`src/rtl/multicycle_control_unit.sv`:
```
// multicycle_control_unit
// Moore-FSM control unit for a multicycle MIPS datapath. Each instruction is
// sequenced over 3-5 cycles. The shared instruction/data memory is handled
// through the mem_ready handshake. A saturating counter tracks retired
// instructions.
// Optional feature macro: MCU_JUMP_EN. When it is defined, the J opcode is
// decoded and the JUMP state can be reached. When it is undefined, J is
// treated as an illegal opcode.
module multicycle_control_unit #(
    parameter int              OPW      = 6,
    parameter logic [OPW-1:0]  OP_RTYPE = 6'b000000,
    parameter logic [OPW-1:0]  OP_LW    = 6'b100011,
    parameter logic [OPW-1:0]  OP_SW    = 6'b101011,
    parameter logic [OPW-1:0]  OP_BEQ   = 6'b000100,
    parameter logic [OPW-1:0]  OP_ADDI  = 6'b001000,
    parameter logic [OPW-1:0]  OP_J     = 6'b000010,
    parameter int              CNT_W    = 16
) (
    input  logic             clk,
    input  logic             rst,
    input  logic [OPW-1:0]   OpCode,
    input  logic             mem_ready,
    output logic             PCWrite,
    output logic             PCWriteCond,
    output logic             IorD,
    output logic             MemRead,
    output logic             MemWrite,
    output logic             IRWrite,
    output logic             MemtoReg,
    output logic             RegDst,
    output logic             RegWrite,
    output logic             ALUSrcA,
    output logic [1:0]       ALUSrcB,
    output logic [1:0]       ALUOp,
    output logic [1:0]       PCSource,
    output logic [3:0]       state,
    output logic             illegal_op,
    output logic [CNT_W-1:0] retired
);

    typedef enum logic [3:0] {
        S_FETCH  = 4'd0,
        S_DECODE = 4'd1,
        S_MEMADR = 4'd2,
        S_MEMRD  = 4'd3,
        S_MEMWB  = 4'd4,
        S_MEMWR  = 4'd5,
        S_EXEC   = 4'd6,
        S_RWB    = 4'd7,
        S_BRANCH = 4'd8,
        S_ADDIEX = 4'd9,
        S_ADDIWB = 4'd10,
        S_JUMP   = 4'd11
    } state_t;

    state_t           state_r;
    state_t           next_s;
    logic             retire_s;
    logic [CNT_W-1:0] retired_r;

    assign state   = state_r;
    assign retired = retired_r;

    // State register: reset aborts any instruction in flight and returns to FETCH.
    always_ff @(posedge clk) begin
        if (rst) begin
            state_r <= S_FETCH;
        end else begin
            state_r <= next_s;
        end
    end

    // Retired-instruction counter: counts on the edge that leaves a final state, saturates at all-ones.
    always_ff @(posedge clk) begin
        if (rst) begin
            retired_r <= {CNT_W{1'b0}};
        end else if (retire_s && (retired_r != {CNT_W{1'b1}})) begin
            retired_r <= retired_r + CNT_W'(1);
        end else begin
            retired_r <= retired_r;
        end
    end

    // Next-state logic and Moore control decode; everything defaults to 0 / FETCH.
    always_comb begin
        next_s      = S_FETCH;
        retire_s    = 1'b0;
        PCWrite     = 1'b0;
        PCWriteCond = 1'b0;
        IorD        = 1'b0;
        MemRead     = 1'b0;
        MemWrite    = 1'b0;
        IRWrite     = 1'b0;
        MemtoReg    = 1'b0;
        RegDst      = 1'b0;
        RegWrite    = 1'b0;
        ALUSrcA     = 1'b0;
        ALUSrcB     = 2'b00;
        ALUOp       = 2'b00;
        PCSource    = 2'b00;
        illegal_op  = 1'b0;

        case (state_r)
            S_FETCH: begin
                MemRead = 1'b1;
                ALUSrcB = 2'b01;
                IRWrite = mem_ready;
                PCWrite = mem_ready;
                if (mem_ready) begin
                    next_s = S_DECODE;
                end else begin
                    next_s = S_FETCH;
                end
            end
            S_DECODE: begin
                ALUSrcB = 2'b11;
                case (OpCode)
                    OP_LW:    next_s = S_MEMADR;
                    OP_SW:    next_s = S_MEMADR;
                    OP_RTYPE: next_s = S_EXEC;
                    OP_BEQ:   next_s = S_BRANCH;
                    OP_ADDI:  next_s = S_ADDIEX;
`ifdef MCU_JUMP_EN
                    OP_J:     next_s = S_JUMP;
`else
                    OP_J: begin
                        illegal_op = 1'b1;
                        next_s     = S_FETCH;
                    end
`endif
                    default: begin
                        illegal_op = 1'b1;
                        next_s     = S_FETCH;
                    end
                endcase
            end
            S_MEMADR: begin
                ALUSrcA = 1'b1;
                ALUSrcB = 2'b10;
                // The instruction register holds the opcode stable, so it can be checked again here.
                if (OpCode == OP_SW) begin
                    next_s = S_MEMWR;
                end else begin
                    next_s = S_MEMRD;
                end
            end
            S_MEMRD: begin
                MemRead = 1'b1;
                IorD    = 1'b1;
                if (mem_ready) begin
                    next_s = S_MEMWB;
                end else begin
                    next_s = S_MEMRD;
                end
            end
            S_MEMWB: begin
                RegWrite = 1'b1;
                MemtoReg = 1'b1;
                retire_s = 1'b1;
            end
            S_MEMWR: begin
                MemWrite = 1'b1;
                IorD     = 1'b1;
                if (mem_ready) begin
                    retire_s = 1'b1;
                    next_s   = S_FETCH;
                end else begin
                    next_s = S_MEMWR;
                end
            end
            S_EXEC: begin
                ALUSrcA = 1'b1;
                ALUOp   = 2'b10;
                next_s  = S_RWB;
            end
            S_RWB: begin
                RegWrite = 1'b1;
                RegDst   = 1'b1;
                retire_s = 1'b1;
            end
            S_BRANCH: begin
                ALUSrcA     = 1'b1;
                ALUOp       = 2'b01;
                PCWriteCond = 1'b1;
                PCSource    = 2'b01;
                retire_s    = 1'b1;
            end
            S_ADDIEX: begin
                ALUSrcA = 1'b1;
                ALUSrcB = 2'b10;
                next_s  = S_ADDIWB;
            end
            S_ADDIWB: begin
                RegWrite = 1'b1;
                retire_s = 1'b1;
            end
`ifdef MCU_JUMP_EN
            S_JUMP: begin
                PCWrite  = 1'b1;
                PCSource = 2'b10;
                retire_s = 1'b1;
            end
`endif
            default: begin
                // Unused encodings return to FETCH with all controls low.
                next_s = S_FETCH;
            end
        endcase
    end

endmodule
```
`config.mk`:
```
export PLATFORM = sky130hd
export DESIGN_NAME = multicycle_control_unit
export DESIGN_NICKNAME = d
export VERILOG_FILES = /design/src/rtl/multicycle_control_unit.sv
export SDC_FILE = /design/constraint.sdc
export NUM_CORES = 1
export LEC_CHECK = 0
export CORE_MARGIN = 3
export CORE_UTILIZATION = 40
export CTS_CLUSTER_DIAMETER = 100
export DETAILED_ROUTE_END_ITERATION = 10
export PLACE_DENSITY = 0.74
export SYNTH_ARGS = -nofsm -noshare
export SYNTH_HDL_FRONTEND = slang
export SYNTH_SLANG_ARGS = --single-unit
```
`constraint.sdc`:
```
create_clock -name clk -period 2.8 [get_ports clk]
set_clock_uncertainty 0.05 [all_clocks]
set_input_delay 0.7 -clock clk [delete_from_list [all_inputs] [get_ports clk]]
set_output_delay 0.7 -clock clk [all_outputs]
set_load 0.03 [all_outputs]
```
==> flow_metrics.py <==
metrics = {
    "outcome": {
        "status": "finished, final reports clean",
    },
    "power": {
        "peakVddDrop_v": 0.000151,
        "p_leak_nw": 0.635,
        "p_per_area_nw_per_um2": 269,
    },
    "sta": {
        "rsz0062_at_grt": "false",
        "finalHoldViolCount": 0,
        "period_share_pct": 96.7,
        "setup_viol": 0,
        "drv_slew": 0,
        "fmax_mhz": 369,
        "fin_crit_ns": 2.71,
        "setup-tns-final_ns": 0,
    },
    "clock_tree": {
        "cts_setup_buffers": 0,
        "cts_tree": "yes",
        "htreeDepth": 1,
        "clkTransAtPathRegs_ns": 0.11,
        "cts.sinks": 20,
        "clockRootBuffer": "clkbuf_4",
        "clk_path_buf_depth": 2,
        "clk_latency_ns": 0.30,
        "numCtsBuffers": 3,
    },
    "detailed_routing": {
        "wirelength_um": 3720,
        "avgRoutedWirePerCell_um": 14.5,
        "drt_iter0_markers": 93,
        "first_pass_iters": 4,
        "m1WireLength_um": 1540,
        "wl_met2_um": 2050,
        "top_layer_used": "met4",
        "drt-vias-per-instance": 5.81,
        "remaining_drc_errors": 0,
        "ant_nets": 0,
        "wl_met3_um": 109,
        "via_count": 1487,
    },
    "critical_path": {
        "cp_slowest_cell": "clkdlybuf4s50_1",
        "cp.required_ns": 2.05,
        "worstSetupStartpoint": "OpCode[5]",
        "path_depth": 5,
        "r2r_start": "retired[0]",
        "cp-endpoint": "illegal_op",
        "crit_arrival_ns": 1.96,
        "rrSetupSlack_ns": 0.83,
        "crit_path_end_kind": "output pin",
        "r2r-end": "retired[12]",
        "crit_chain": "clkdlybuf4s50_1 -> and3_1 -> o21a_1 -> nor3b_1 -> buf_4",
        "critPathBufInv": 2,
        "worstPathMaxFanout": 3,
        "critPathKind": "in -> out",
        "cp_top_family": "buffers and inverters",
        "ff2ff_path_depth": 5,
        "slowest_delay_ns": 0.44,
        "crit_path_start_kind": "input pin",
    },
    "yosys": {
        "synth-seq-cells": 20,
        "synthAdderAreaFrac_pct": 0.927,
        "synth_top_family_by_area": "simple AND/OR/NAND/NOR gates",
        "ys_types": 43,
        "yosys.area_share.simple_pct": 37.7,
        "synth_compound_area_share_pct": 21.1,
        "syn_nets": 181,
        "netlist_area_um2": 1350,
        "synth-edff-count": 0,
        "synth_mux_area_share_pct": 2.50,
        "synth_xor_xnor_area_share_pct": 1.30,
        "async_flop_share_pct": 0,
        "ys_seq_area_share_pct": 29.7,
        "ys.warnings.count": 0,
        "synth.avg_cell_area_um2": 7.90,
        "syn_inst": 171,
        "ys.flop_type": "dfxtp_1",
    },
    "hold_path": {
        "hp-start": "retired[15]",
        "holdPathStages": 2,
        "hold_class": "reg -> reg",
    },
    "global_route": {
        "antenna_found_initial": 0,
        "grt_max_degree": 31,
        "overflow": 0,
        "grt_pass1_vias": 1433,
        "grt_pass1_wl_um": 6180,
        "grt_use_total_pct": 18.0,
    },
    "die": {
        "die_h_um": 64.1,
        "die_area_um2": 4110,
        "core_area_um2": 3130,
        "rows": 20,
        "start_util_pct": 43.2,
        "ios": 46,
        "dieWidth_um": 64.1,
    },
    "cells_and_area": {
        "postLayoutCoreUtil_pct": 59.8,
        "num_antenna_cells": 0,
        "nNetsFinal": 224,
        "drive_gt1_share_pct": 14.6,
        "syn_to_final_growth_pct": 38.5,
    },
    "placement": {
        "gp_congestion": 0.815,
        "port_buffers": 44,
        "hpwl_um": 2820,
    },
    "run": {
        "maxCapViolations": 0,
    },
}
## layout by cell type (no fill, tap or decap), types with 4 or more instances in the layout
cell type	instances
a21oi_1	18
buf_4	11
clkdlybuf4s50_1	37
dfxtp_1	17
nand2_1	9
nand2b_1	5
nand3_1	5
nand4_1	7
nor2_1	9
nor2b_1	4
nor3_1	8
nor4_1	5
o21ai_0	6
o31ai_1	10
or4_1	10
## per-layer routing
metal | up-vias | track usage, %
met3 | 2 | 2.11
met4 | 0 | 4.75
met1 | 713 | 20.8
met2 | 27 | 34.6
li1 | 745 | -
met5 | - | 0
## metrics by stage
stage               cells  setup slack (ns)  total power, mW  cell area, um2  hold WS [ns]
detailed placement    253            0.0889            0.370            1830         0.467
CTS                   256          0.000721            0.509            1850         0.483
floorplan             171            0.0203            0.337            1350         0.576
global route          256           0.00743            0.526            1870         0.508
global placement      253             0.136            0.368            1830         0.446
finish                256            0.0915            0.502            1870         0.481
## worst reg2reg max path: cells and delay by family, from the launching register on
kind	cells	cell delay, ns
and+or+nand+nor	2	0.65
AOI/OAI and AO/OA	2	0.55
DFF	1	0.43
adders and majority gates	1	0.23
## cells in the mapped netlist (3+ instances only)
| cell | count | share of area, % |
|---|---|---|
| and3_1 | 3 | 1.4 |
| or4_1 | 10 | 5.6 |
| nor2b_1 | 4 | 1.9 |
| or3_1 | 3 | 1.4 |
| nand4_1 | 7 | 3.2 |
| a21oi_1 | 18 | 6.7 |
| buf_2 | 4 | 1.5 |
| nand2_1 | 9 | 2.5 |
| dfxtp_1 | 20 | 30 |
| clkbuf_1 | 5 | 1.4 |
| nor4_1 | 5 | 2.3 |
| o21ai_0 | 6 | 2.2 |
| a31oi_1 | 3 | 1.4 |
| buf_4 | 5 | 2.8 |
| nor2_1 | 9 | 2.5 |
| nor3_1 | 8 | 3.0 |
| nor3b_1 | 3 | 1.7 |
| inv_1 | 3 | 0.83 |
| o31ai_1 | 10 | 5.6 |
| nand2b_1 | 5 | 2.3 |
| nand3_1 | 5 | 1.9 |
## power by group
part           switching [mW]  total [mW]  internal, mW
combinational          0.0417      0.0741        0.0324
sequential            0.00425       0.289         0.285
clock                  0.0890       0.139        0.0501
## kinds of logic after synthesis
logic type               after synthesis
XOR/XNOR                               2
adder cells (fa/ha/maj)                1
AO/OA/AOI/OAI                         45
flip-flops                            20
buffers and inverters                 17
other                                  1
AND/OR/NAND/NOR                       82
multiplexers                           3
## registers in the layout, summed over array words and instances (netlist names)
name	cells
state	4
retired	16
## worst min path at each step
stage,end,slack (ns)
floorplan,retired[15],0.58
global placement,retired[3],0.45
detailed placement,retired[15],0.47
CTS,retired[3],0.48
global route,retired[3],0.51
finish,retired[15],0.48
## final cells by class
cell class                      instances  area (um2)
Clock buffer                            3        22.5
Sequential cell                        20         407
Timing Repair Buffer                   52         495
Fill cell                             301        1260
Multi-Input combinational cell        134         878
Inverter                                3        11.3
Tap cell                               44        55.1
## what timing repair did
action                     4_1_cts  5_1_grt
hold buffers                     0        0
hold endpoints to repair         0        0
setup endpoints to repair        7       10
gates resized for setup          3        7
pin swaps                        0        0
Power figures use the tool's default switching activity.
